==> src/rtl/clock_monitor.sv <==
// clock_monitor
//   Measures a carrier clock (nominally 13.56 MHz) that is treated as data and
//   sampled on the faster local clock. It counts clk_in rising edges over
//   fixed windows of WINDOW_CYCLES local cycles. It reports each completed
//   window's count, flags whether that count is within tolerance of the
//   nominal value, and flags loss of carrier.
//
// Ports
//   clk          in   local sampling clock (>= 3x clk_in)
//   rst          in   synchronous, active-high reset
//   clk_in       in   monitored clock, asynchronous to clk
//   enable       in   1 = measure, 0 = idle (aborts the running window)
//   edge_count   out  edge count of the last completed MEASURE window
//   count_valid  out  one-cycle pulse when edge_count updates
//   freq_ok      out  last window count within +/-TOLERANCE of EXPECTED_EDGES
//   clk_lost     out  no clk_in edge seen for LOSS_TIMEOUT cycles
module clock_monitor #(
    parameter int  WINDOW_CYCLES  = 1000,
    parameter int  EXPECTED_EDGES = 135,
    parameter int  TOLERANCE      = 2,
    parameter int  LOSS_TIMEOUT   = 32,
    localparam int CNT_W          = $clog2(WINDOW_CYCLES + 1)
) (
    input  logic             clk,
    input  logic             rst,
    input  logic             clk_in,
    input  logic             enable,
    output logic [CNT_W-1:0] edge_count,
    output logic             count_valid,
    output logic             freq_ok,
    output logic             clk_lost
);

    localparam int LOSS_W = $clog2(LOSS_TIMEOUT + 1);

    localparam logic [CNT_W-1:0]        WIN_LAST = CNT_W'(WINDOW_CYCLES - 1);
    localparam logic [CNT_W-1:0]        CNT_MAX  = '1;
    localparam logic [LOSS_W-1:0]       LOSS_MAX = LOSS_W'(LOSS_TIMEOUT);
    localparam logic signed [CNT_W:0]   EXP_S    = (CNT_W + 1)'(EXPECTED_EDGES);
    localparam logic signed [CNT_W:0]   TOL_S    = (CNT_W + 1)'(TOLERANCE);

    typedef enum logic [1:0] {
        ST_IDLE    = 2'd0,
        ST_SETTLE  = 2'd1,
        ST_MEASURE = 2'd2
    } state_t;

    state_t             state_q, state_d;
    logic               sync1_q, sync1_d;
    logic               sync2_q, sync2_d;
    logic               sync3_q, sync3_d;
    logic [CNT_W-1:0]   win_q, win_d;
    logic [CNT_W-1:0]   cnt_q, cnt_d;
    logic [LOSS_W-1:0]  loss_q, loss_d;
    logic [CNT_W-1:0]   edge_count_q, edge_count_d;
    logic               count_valid_q, count_valid_d;
    logic               freq_ok_q, freq_ok_d;
    logic               clk_lost_q, clk_lost_d;

    logic               edge_det;
    logic               win_end;
    logic [CNT_W-1:0]   cnt_inc;
    logic signed [CNT_W:0] diff_s;
    logic               in_tol;

    always_comb begin
        // Two synchroniser flops, then a third purely for rising-edge detect.
        sync1_d  = clk_in;
        sync2_d  = sync1_q;
        sync3_d  = sync2_q;
        edge_det = sync2_q & ~sync3_q;
        win_end  = (win_q == WIN_LAST);

        // Count including this cycle's edge, so an edge on the window-end
        // cycle lands in the closing window. Saturates instead of wrapping.
        cnt_inc = (edge_det && (cnt_q != CNT_MAX)) ? cnt_q + CNT_W'(1) : cnt_q;
        diff_s  = $signed({1'b0, cnt_inc}) - EXP_S;
        in_tol  = (diff_s <= TOL_S) && (diff_s >= -TOL_S);

        state_d       = state_q;
        win_d         = win_q;
        cnt_d         = cnt_q;
        loss_d        = loss_q;
        edge_count_d  = edge_count_q;
        count_valid_d = 1'b0;
        freq_ok_d     = freq_ok_q;
        clk_lost_d    = clk_lost_q;

        case (state_q)
            ST_IDLE: begin
                win_d      = '0;
                cnt_d      = '0;
                loss_d     = '0;
                freq_ok_d  = 1'b0;
                clk_lost_d = 1'b0;
                if (enable) begin
                    state_d = ST_SETTLE;
                end
            end
            ST_SETTLE, ST_MEASURE: begin
                if (!enable) begin
                    // Abort the running window; edge_count keeps its value.
                    state_d    = ST_IDLE;
                    win_d      = '0;
                    cnt_d      = '0;
                    loss_d     = '0;
                    freq_ok_d  = 1'b0;
                    clk_lost_d = 1'b0;
                end else begin
                    if (edge_det) begin
                        loss_d = '0;
                    end else if (loss_q != LOSS_MAX) begin
                        loss_d = loss_q + LOSS_W'(1);
                    end
                    clk_lost_d = (loss_d == LOSS_MAX);

                    if (win_end) begin
                        win_d = '0;
                        cnt_d = '0;
                        if (state_q == ST_MEASURE) begin
                            edge_count_d  = cnt_inc;
                            count_valid_d = 1'b1;
                            freq_ok_d     = in_tol;
                        end else begin
                            // The settle window's count is thrown away.
                            state_d = ST_MEASURE;
                        end
                    end else begin
                        win_d = win_q + CNT_W'(1);
                        cnt_d = cnt_inc;
                    end

                    // A lost carrier can never be reported as in tolerance.
                    if (clk_lost_d) begin
                        freq_ok_d = 1'b0;
                    end
                end
            end
            default: begin
                state_d = ST_IDLE;
            end
        endcase
    end

    always_ff @(posedge clk) begin
        if (rst) begin
            state_q       <= ST_IDLE;
            sync1_q       <= 1'b0;
            sync2_q       <= 1'b0;
            sync3_q       <= 1'b0;
            win_q         <= '0;
            cnt_q         <= '0;
            loss_q        <= '0;
            edge_count_q  <= '0;
            count_valid_q <= 1'b0;
            freq_ok_q     <= 1'b0;
            clk_lost_q    <= 1'b0;
        end else begin
            state_q       <= state_d;
            sync1_q       <= sync1_d;
            sync2_q       <= sync2_d;
            sync3_q       <= sync3_d;
            win_q         <= win_d;
            cnt_q         <= cnt_d;
            loss_q        <= loss_d;
            edge_count_q  <= edge_count_d;
            count_valid_q <= count_valid_d;
            freq_ok_q     <= freq_ok_d;
            clk_lost_q    <= clk_lost_d;
        end
    end

    assign edge_count  = edge_count_q;
    assign count_valid = count_valid_q;
    assign freq_ok     = freq_ok_q;
    assign clk_lost    = clk_lost_q;

endmodule

==> config.mk <==
export PLATFORM = sky130hd
export DESIGN_NAME = clock_monitor
export DESIGN_NICKNAME = d
export VERILOG_FILES = /design/src/rtl/clock_monitor.sv
export SDC_FILE = /design/constraint.sdc
export NUM_CORES = 1
export LEC_CHECK = 0
export ABC_AREA = 1
export CAP_MARGIN = 20
export CORE_MARGIN = 1
export CORE_UTILIZATION = 63
export DETAILED_ROUTE_END_ITERATION = 10
export PLACE_DENSITY = 0.84
export SYNTH_ARGS = -nofsm -noshare
export SYNTH_HDL_FRONTEND = slang
export SYNTH_SLANG_ARGS = --single-unit
==> constraint.sdc <==
create_clock -name clk -period 7.05 [get_ports clk]
set_input_delay 1.0575 -clock clk [delete_from_list [all_inputs] [get_ports clk]]
set_output_delay 1.0575 -clock clk [all_outputs]
set_load 0.01 [all_outputs]
# After elaboration in Yosys (flattened, before gate mapping)
# Cells that the tools add are included.
# word_totals
regBits	44
in_bits	4
output_inout_bits	13
# classes
n_addsub	4
magnitude_cmp	2
n_eq_ne	11
n_mux	26
bitwise	5
n_reduce_logical	9
# ops
op	count
$mux W10	5
$pmux W10 S2	2
$mux W6	5
$add A10 B1 Y10 const B	2
$pmux W6 S2	1
$ge A11 B2 Y1 const B	1
$le A11 B3 Y1 const B	1
$sub A10 B8 Y11 const B	1
$eq A10 B10 Y1 const B	1
$ne A10 B10 Y1 const B	1
$mux W2	4
$ne A4 B4 Y1 const B	2
$add A6 B1 Y6 const B	1
$eq A6 B6 Y1 const B	1
$mux W1	6
$ne A3 B3 Y1 const B	2
$ne A6 B6 Y1 const B	1
$reduce_and A3 Y1	2
$not A1 Y1	4
$pmux W1 S2	2
$pmux W2 S2	1
$reduce_and A4 Y1	1
$reduce_or A4 Y1	1
$eq A2 B1 Y1 const B	1
7 further kinds	8

# Logic depth before layout (Yosys ltp)
# logic_depth
ltp_word	12
mapped_depth	19
ltp_nobuf	19

# Worst setup path before layout
# OpenSTA, ideal clock, no wires.
# synth_timing
path_type	reg2reg
startpoint	register cnt_q[0]
endpoint	register freq_ok_q, in the netlist freq_ok
setup_ps	67
t_arrival_ps	2138
slack_ps	4845
path_stages_with_launch	18
n_path_buf	1
period_less_slack_ps	2205
cell_sequence	dfxtp_1 -> ha_1 -> inv_1 -> nor2_1 -> nand3_2 -> buf_6 -> nand3b_1 -> nand2_1 -> ha_1 -> nand3_2 -> nand2_1 -> o21bai_1 -> o211ai_1 -> nor2_1 -> nand3_1 -> nand2_1 -> nand2_1 -> a21oi_2
# synth_via
elab_chain_cells	11
word_cells_on_any_way	13
cone_classes	add/sub: 2; order compare: 2; eq/ne: 1; mux: 6; reduce/logical: 2
# synth_lines
item	line	text
start, declared	53	logic [CNT_W-1:0] cnt_q, cnt_d;
start signal, assigned	164	cnt_q <= cnt_d;
branches (longest 2 deep; another with $add A10 B1 Y10)	-	
$mux W10 (*)	76	cnt_inc = (edge_det && (cnt_q != CNT_MAX)) ? cnt_q + CNT_W'(1) : cnt_q;
via cnt_inc[0]	62	logic [CNT_W-1:0] cnt_inc;
$sub A10 B8 Y11 (*)	77	diff_s = $signed({1'b0, cnt_inc}) - EXP_S;
$le A11 B3 Y1 or $ge A11 B2 Y1 (tied branches)	78	in_tol = (diff_s <= TOL_S) && (diff_s >= -TOL_S);
$logic_and A1 B1 Y1 (*)	78	
$mux W1 (*)	120	if (state_q == ST_MEASURE) begin
$mux W1 (*)	117	if (win_end) begin
$mux W1 (*)	134	if (clk_lost_d) begin
$mux W1 (*)	101	if (!enable) begin
$pmux W1 S2 (*)	89	case (state_q)
end signal, assigned	168	freq_ok_q <= freq_ok_d;
end, declared	57	logic freq_ok_q, freq_ok_d;
# Mark *: on every way through the listed nets, which the timed path passes. The select of a mux whose other input is x is not followed.
# A chain may end at the register's enable or synchronous reset.

==> impl_metrics.yaml <==
cts:
  cts_sinks: 44
  insertion_delay_ns: 0.30
  numCtsBuffers: 5
  cts_root_buf: "clkbuf_8"
  cts_post_setup_buffers_inserted: 0
  cts_hold_buf: 0
  cts.htree.levels: 2
  cts_tree: "done"
  clk_pin_slew_ns: 0.09
  post_cts_resized: 0
  cts_buffer_depth: 2
placed_design:
  gp_congestion: 0.8462
  dpl_cell_area_um2: 2744
  port_buffers: 16
  place.detailed.hpwl_um: 3726
setup_path:
  regToRegSetupSlack_ns: 4.18
  r2r_cells: 16
  max_stage_delay_ns: 0.91
  path_max_fanout: 26
  rr_endpoint: "freq_ok"
  critPathLaunch: "rst"
  start_kind: "primary input"
  cp.required_ns: 7.26
  crit_path_end_kind: "flop"
  crit_chain: "clkdlybuf4s50_1 > inv_1 > o21ai_0 > a221oi_1"
  cp_slowest_cell: "clkdlybuf4s50_1"
  crit_type: "in -> reg"
  crit_arrival_ns: 3.17
  r2r-start: "cnt_q[1]"
power_and_ir_drop:
  pwr_density_cell_nw_per_um2: 184.9
  vdd_drop_max_mv: 0.1135
  total_leakage_power_nw: 1.184
grt:
  gr-total-overflow: 0
  grt_pass1_wl_um: 9128
  grt_pass1_vias: 2240
  antenna_found_initial: 0
  gr-usage-all-layers: 0.2715
  grt_max_degree: 27
finish:
  area_growth_pct: 10.29
  stdcell_area_um2: 2844
  diodes: 0
  drive_gt1_frac: 0.08794
  utilization: 0.7487
  nNetsFinal: 412
job:
  maxCapViolations: 0
routing:
  drt_first_pass_iters: 4
  remaining_drc_errors: 0
  drtAntennaViolNets: 0
  routedWlPerCell_um: 12.09
  vias: 2423
  drt_iter0_markers: 150
  vias_per_cell: 5.433
  drt-total-wl_um: 5390
sta:
  fin_hold_ws_ns: 0.4133
  setup-tns-final_ns: 0
  finalSetupViolCount: 0
  maxSlewViolCount: 0
  period_minus_slack_ns: 2.961
  fmax_mhz: 337.7
  rsz0062_at_grt: "no"
  max_slew.worst_pin.slew_ns: 0.9763
  timing.final.crit_share: 0.4200
  finClkSkew_ns: 0.009372
  slew_headroom: 0.3471
  hold_viol_final: 0
floorplan:
  io_pins: 17
  die_area_um2: 4353
  core-area_um2: 3799
  die_h_um: 65.98
  fp.dieW_um: 65.98
  initial_utilization: 0.6789
  row_count: 22
worst_hold_path:
  min_to: "sync2_q"
  min_path_cells: 2
  hold_start: "sync1_q"
  hold_path.class: "reg -> reg"
synthesis:
  synthesis.nets: 400
  yosys.area.top_type_share: 0.3416
  ys_top_cells_by_area: "dfxtp_1, nand2_1, inv_1, nand3_1, a21oi_1"
  syn_inst: 385
  yosysWarnings: 0
  seq_area_frac_synth: 0.3416
  synth-async-reset-ratio: 0
  ys.flop_type: "dfxtp_1"
  yosys.area.top_type: "dfxtp_1"
  synth_enable_flop_cells: 0
  synth_area_per_cell_um2: 6.698
  yosysUniqueCellTypes: 33
  ys_ff_latch: 44
  netlist_area_um2: 2579
run_status:
  status: "complete, no violations"
==> cell usage in the layout, fill, tap and decap left out, drive strengths merged <==
cell type and n:
dfxtp 44, nand3b 1, o21bai 1, nor3 12, a221oi 1, buf 1, o21ai 17, clkdlybuf4s50 16
inv 55, nand3 37, xnor2 1, a211oi 2, xor2 5, a32oi 1, nand2 112, o21a 1
nor2 31, nand4 4, clkbuf 6, ha 11, a21oi 31, or2 1, clkinv 2, o211ai 4
nor4 1
==> worst max path at each step <==
| stage | cells past startpoint | slack (ns) | to |
|---|---|---|---|
| floorplan | 17 | 4.84 | freq_ok |
| global route | 16 | 3.81 | freq_ok |
| global placement | 4 | 3.83 | win_q[7] |
| CTS | 4 | 4.08 | win_q[7] |
| detailed placement | 4 | 3.77 | win_q[7] |
| finish | 4 | 4.09 | win_q[7] |
==> cell families after synthesis <==
logic type | synth area share
AO/OA/AOI/OAI | 0.1276
XOR/XNOR | 0.02038
adder cells (fa/ha/maj) | 0.05337
buffers and inverters | 0.1014
flip-flops | 0.3416
AND/OR/NAND/NOR | 0.3557
==> layout make-up <==
class | instances | area [µm²]
Sequential cell | 44 | 880.8
Timing Repair Buffer | 17 | 167.7
Tap cell | 48 | 60.06
Inverter | 55 | 206.4
Clock inverter | 2 | 10.01
Fill cell | 318 | 954.7
Clock buffer | 6 | 82.58
Multi-Input combinational cell | 274 | 1436
==> critical path, delay by kind of cell <==
kind,cells,cell delay (ns)
AOI/OAI and AO/OA,2,0.65
buffers and inverters,2,1.46
==> Yosys cell counts, types with 3 or more instances <==
| cell type | n |
|---|---|
| nand2_1 | 98 |
| dfxtp_1 | 44 |
| ha_1 | 11 |
| nor3_1 | 11 |
| nand3_1 | 33 |
| nand3_2 | 4 |
| nor2_1 | 29 |
| nand2_2 | 11 |
| inv_1 | 54 |
| xor2_1 | 5 |
| nand4_1 | 4 |
| o211ai_1 | 4 |
| clkbuf_1 | 9 |
| o21ai_0 | 13 |
| a21oi_1 | 30 |
| nand2_4 | 3 |
==> sequential cells by signal (all words and copies together) (netlist names), 2 cells and up <==
signal,count
cnt_q,10
edge_count,10
loss_q,6
state_q,2
win_q,10
==> stage by stage <==
step	std cells	worst slack, ns	total power, mW
after floorplan	385	4.845	0.3433
after global placement	437	3.829	0.3607
after detailed placement	437	3.769	0.3636
after CTS	445	4.081	0.5263
after global routing	446	3.809	0.5507
final	446	4.089	0.5258
==> routing by layer <==
| layer | track usage | share of wire | routed length (µm) |
|---|---|---|---|
| met1 | 0.3022 | 0.43 | 2344 |
| met2 | 0.4745 | 0.49 | 2639 |
| met3 | 0.05000 | 0.046 | 249 |
| met4 | 0.1649 | 0.029 | 155 |
| met5 | 0 | 0 | 0 |
==> report_power, final <==
group | leakage, nW | switching, mW | internal, mW
sequential | 0.356 | 0.00953 | 0.258
combinational | 0.777 | 0.0640 | 0.0285
clock | 0.0510 | 0.0876 | 0.0783
No activity file was read; power rests on OpenSTA's default activity.
==> RTL edit 1 (same flow settings) <==
Change the parameter `LOSS_TIMEOUT` from 32 to 64.
--- a/src/rtl/clock_monitor.sv
+++ b/src/rtl/clock_monitor.sv
@@ -18,7 +18,7 @@
     parameter int  WINDOW_CYCLES  = 1000,
     parameter int  EXPECTED_EDGES = 135,
     parameter int  TOLERANCE      = 2,
-    parameter int  LOSS_TIMEOUT   = 32,
+    parameter int  LOSS_TIMEOUT   = 64,
     localparam int CNT_W          = $clog2(WINDOW_CYCLES + 1)
 ) (
     input  logic             clk,
Function: same outputs for any inputs over 10 cycles, from zero or initial values and one cycle with rst high; that may be too few to reach the edited logic, so the function may still have changed.
==> RTL edit 1 against the original RTL <==
Sequential share of layout area about the same; sequential cell count up 1; cell count up 2.0%; routed wire length up 1.7%; clock skew down 4.1 ps; setup slack worse by 73 ps; design area up 2.3%; power up 7.5%; synthesized area up 2.0%.
==> RTL edit 1: results <==
[routing]
wl_met1_um = 2596
vias_per_cell = 5.279
wl_met2_um = 2521
drtIter0Drc = 131
drt_pass1_iterations = 5
wire_per_inst_um = 12.04
route.met3.wl_um = 288

[synth]
yosys-top-cells-count = 100 x nand2_1, 52 x inv_1, 45 x dfxtp_1
synthXorXnorAreaFrac_pct = 2.950
synthesis.nets = 407

[placement]
pre_cts_slack_ps = 3737
gp_congestion = 0.8820
dp_hpwl_um = 3930

[power]
leakage_nw = 1.220
irDropWorstVdd_v = 0.0001955

[grt]
grt_pass1_wl_um = 8714
grt_max_degree = 28
gr-usage-all-layers_pct = 25.90

[setup_path]
worstPathMaxFanout = 27
r2r-start = cnt_q[0]$_SDFFE_PP0P_
rrSetupSlack_ps = 4420
r2r_cells = 20
critPathArrivalTime_ps = 3230

[sta]
skew_ps = 5.316

[status]
outcome = finished, final reports clean
## RTL edit 1: worst max-delay path, stage by stage
cell and delay, ps:
clkdlybuf4s50_1 1130, inv_1 410, o21ai_1 390, o21bai_1 180, a21oi_1 50
## RTL edit 1: cell type report
class / count / area, um2
inverters: 54 / 202.7
multi-input cells: 282 / 1488
well taps: 50 / 62.56
flip-flops and latches: 45 / 900.9
clock inverters: 2 / 13.76
clock buffers: 6 / 82.58
fillers: 354 / 1090
repair buffers: 16 / 160.2
## RTL edit 1: routing by layer
metal  track usage [%]  vias to the layer above
met1             33.93                     1064
met4             9.043                        0
met2             42.05                       55
met5                 0                        -
met3             4.966                        5
li1                  -                     1278
## RTL edit 1: worst max path at each step
stage,startpoint,to,slack [ps],cells after the start
6_report,rst,win_q[9]$_SDFFE_PP0P_,4020,5
5_1_grt,rst,win_q[9]$_SDFFE_PP0P_,3860,5
4_1_cts,rst,win_q[9]$_SDFFE_PP0P_,4060,5
3_5_place_dp,rst,win_q[9]$_SDFFE_PP0P_,3740,5
3_3_place_gp,rst,win_q[9]$_SDFFE_PP0P_,3750,5
2_1_floorplan,enable,cnt_q[0]$_SDFFE_PP0P_,4900,7
## RTL edit 1: through the flow
step	cell area, um2	util (%)	hold WS (ps)	cells	power (mW)
global placement	2814	70.35	394.3	447	0.3971
global route	2910	72.76	425.3	455	0.5941
finish	2910	72.76	408.3	455	0.5651
CTS	2910	72.76	408.0	455	0.5672
detailed placement	2814	70.35	395.6	447	0.3999
floorplan	2630	-	388.3	391	0.3729
## RTL edit 1: cells by family after synthesis
group / after synthesis
compound gates: 55
xor+xnor: 8
fa+ha+maj: 12
buf+inv: 64
flops: 45
simple gates: 207
## RTL edit 1: report_power, final
group,switching [mW],total (mW),internal (mW)
logic,0.0854,0.121,0.0360
registers,0.00999,0.275,0.265
clock network,0.0894,0.169,0.0795
total,0.185,0.565,0.380
==> RTL edit 2 (same settings) <==
Made on the original files. Encoding of `state_t`: now one-hot (3 bits for 3 states).
--- a/src/rtl/clock_monitor.sv
+++ b/src/rtl/clock_monitor.sv
@@ -39,10 +39,10 @@
     localparam logic signed [CNT_W:0]   EXP_S    = (CNT_W + 1)'(EXPECTED_EDGES);
     localparam logic signed [CNT_W:0]   TOL_S    = (CNT_W + 1)'(TOLERANCE);
 
-    typedef enum logic [1:0] {
-        ST_IDLE    = 2'd0,
-        ST_SETTLE  = 2'd1,
-        ST_MEASURE = 2'd2
+    typedef enum logic [2:0] {
+        ST_IDLE    = 3'b001,
+        ST_SETTLE  = 3'b010,
+        ST_MEASURE = 3'b100
     } state_t;
 
     state_t             state_q, state_d;
Formal check against the unedited RTL: no difference found for any inputs over 10 cycles, from zero or initial values and one cycle with rst high; not proved beyond that.
==> RTL edit 2 against the original RTL <==
Synthesized area grew 2.7%; largest cell class unchanged; clock skew rose by 3.1 ps; non-clock buffer count stayed put; sequential cell count is 1 higher; routed wire length rose by 3.3%; setup slack worse by 84 ps; design area grew 2.3%; core utilization shrank 2.6 points; synthesized cell count up 3.1%; register-to-register slack gained 190 ps.
Power is not compared: it rests on default switching activity, and its combinational part moved more than twofold at a synthesized area within 25%.
==> RTL edit 2: results <==
[status]
outcome = finished, final reports clean

[setup_path]
critPathArrivalTime_ps = 3260
slowest_delay_ps = 520
crit_family = simple AND/OR/NAND/NOR gates
r2r-start = cnt_q[0]$_SDFFE_PP0P_
cp_slowest_cell = clkdlybuf4s50_1
rrSetupSlack_ps = 4370
rr_endpoint = freq_ok$_SDFFE_PP0P_
worstPathMaxFanout = 15
r2r_cells = 18

[grt]
gr-usage-all-layers_pct = 27.41
grt_pass1_vias = 2208
grt_max_degree = 30
grt_pass1_wl_um = 9432

[clock_network]
numCtsBuffers = 5
root_buffer = clkbuf_8
holdBufCountCts = 0
clk_pin_slew_ps = 90
insertion_delay_ps = 300
cts_setup_buffers = 0

[synth]
synth.area.top_cells = dfxtp_1 34%, nand2_1 14%, inv_1 8.2%
yosys-top-cells-count = 99 x nand2_1, 58 x inv_1, 45 x dfxtp_1
async_flop_share_pct = 0
ys_types = 37
synthesis.nets = 407
seq_area_frac_synth_pct = 34.03

[hold_path]
hold_end = sync2_q$_SDFF_PP0_
hold_path_class = flop to flop
hold_path_startpoint = sync1_q$_SDFF_PP0_

[routing]
vias = 2471
drtIter0Drc = 172
wl_um = 5568
drt_pass1_iterations = 4

[power]
leakage_nw = 1.226
irDropWorstVdd_v = 0.0001220

[sta]
tightest_slew_ps = 1017
skew_ps = 12.45

[final_layout]
layout-drive-gt1-share_pct = 9.268
fin_nets = 420
nFillCells = 348

[placement]
gp_congestion = 0.8294
placement.io_buffers = 16
dp_hpwl_um = 4163
==> RTL edit 2: changes by cell type after synthesis, moves of 3 or more <==
cell | unedited run | this run
ha_1 | 11 | 6
nor2_1 | 29 | 34
inv_1 | 54 | 58
o21ai_0 | 13 | 9
a31oi_1 | 0 | 3
==> RTL edit 2: metal layers <==
| metal | vias up | GRT usage, % | wire length (um) |
|---|---|---|---|
| li1 | 1293 | - | - |
| met3 | 11 | 5.137 | 224 |
| met5 | - | 0 | 0 |
| met2 | 52 | 43.69 | 2505 |
| met1 | 1115 | 35.98 | 2712 |
| met4 | 0 | 11.17 | 125 |
==> RTL edit 2: area by class of cell <==
type	count	area share, %
clock buffers	5	2.365
clock inverters	2	0.4729
flip-flops and latches	45	30.95
multi-input cells	280	50.39
inverters	61	7.911
repair buffers	17	5.761
well taps	50	2.150
==> RTL edit 2: worst reg2reg max path, cell delays in order, from the launching register on <==
cell and delay, ps:
dfxtp_1 420, ha_1 230, inv_1 100, nor2_4 140
nand3_4 180, nand3_1 140, nand2_2 130, ha_1 250
nand3_2 100, inv_1 60, nor2_1 130, nand2_1 100
nand3_1 80, nand2_1 50, nor2_1 110, nand3_1 90
nand2_1 110, nand2_1 80, a21oi_2 110
==> RTL edit 2: cell families after synthesis <==
family | share of synthesized area, %
xor+xnor | 2.599
flops | 34.03
compound gates | 11.91
fa+ha+maj | 2.835
simple gates | 38.04
buf+inv | 10.59
==> RTL edit 2: worst max-delay path by stage <==
stage / startpoint / end / slack (ps)
finish: enable / win_q[7]$_SDFFE_PP0P_ / 4010
global route: enable / win_q[8]$_SDFFE_PP0P_ / 3720
CTS: enable / win_q[7]$_SDFFE_PP0P_ / 4010
detailed placement: enable / win_q[7]$_SDFFE_PP0P_ / 3710
global placement: rst / win_q[5]$_SDFFE_PP0P_ / 3830
floorplan: cnt_q[0]$_SDFFE_PP0P_ / freq_ok$_SDFFE_PP0P_ / 4780
==> RTL edit 2: report_power, final <==
group | switching [mW] | internal [mW] | total (mW)
Clock | 0.0860 | 0.0685 | 0.155
Combinational | 0.0189 | 0.00674 | 0.0256
Sequential | 0.000976 | 0.256 | 0.257
Total | 0.106 | 0.331 | 0.437
==> RTL edit 2: per-stage QoR <==
stage / hold slack [ps] / cells / cell area [um2] / setup WS (ps) / power (mW)
detailed placement: 397.9 / 453 / 2828 / 3713 / 0.2880
floorplan: 388.3 / 397 / 2648 / 4784 / 0.2809
global route: 435.7 / 460 / 2910 / 3724 / 0.4528
CTS: 410.3 / 460 / 2910 / 4013 / 0.4406
finish: 408.5 / 460 / 2910 / 4005 / 0.4367
global placement: 395.9 / 453 / 2828 / 3827 / 0.2872
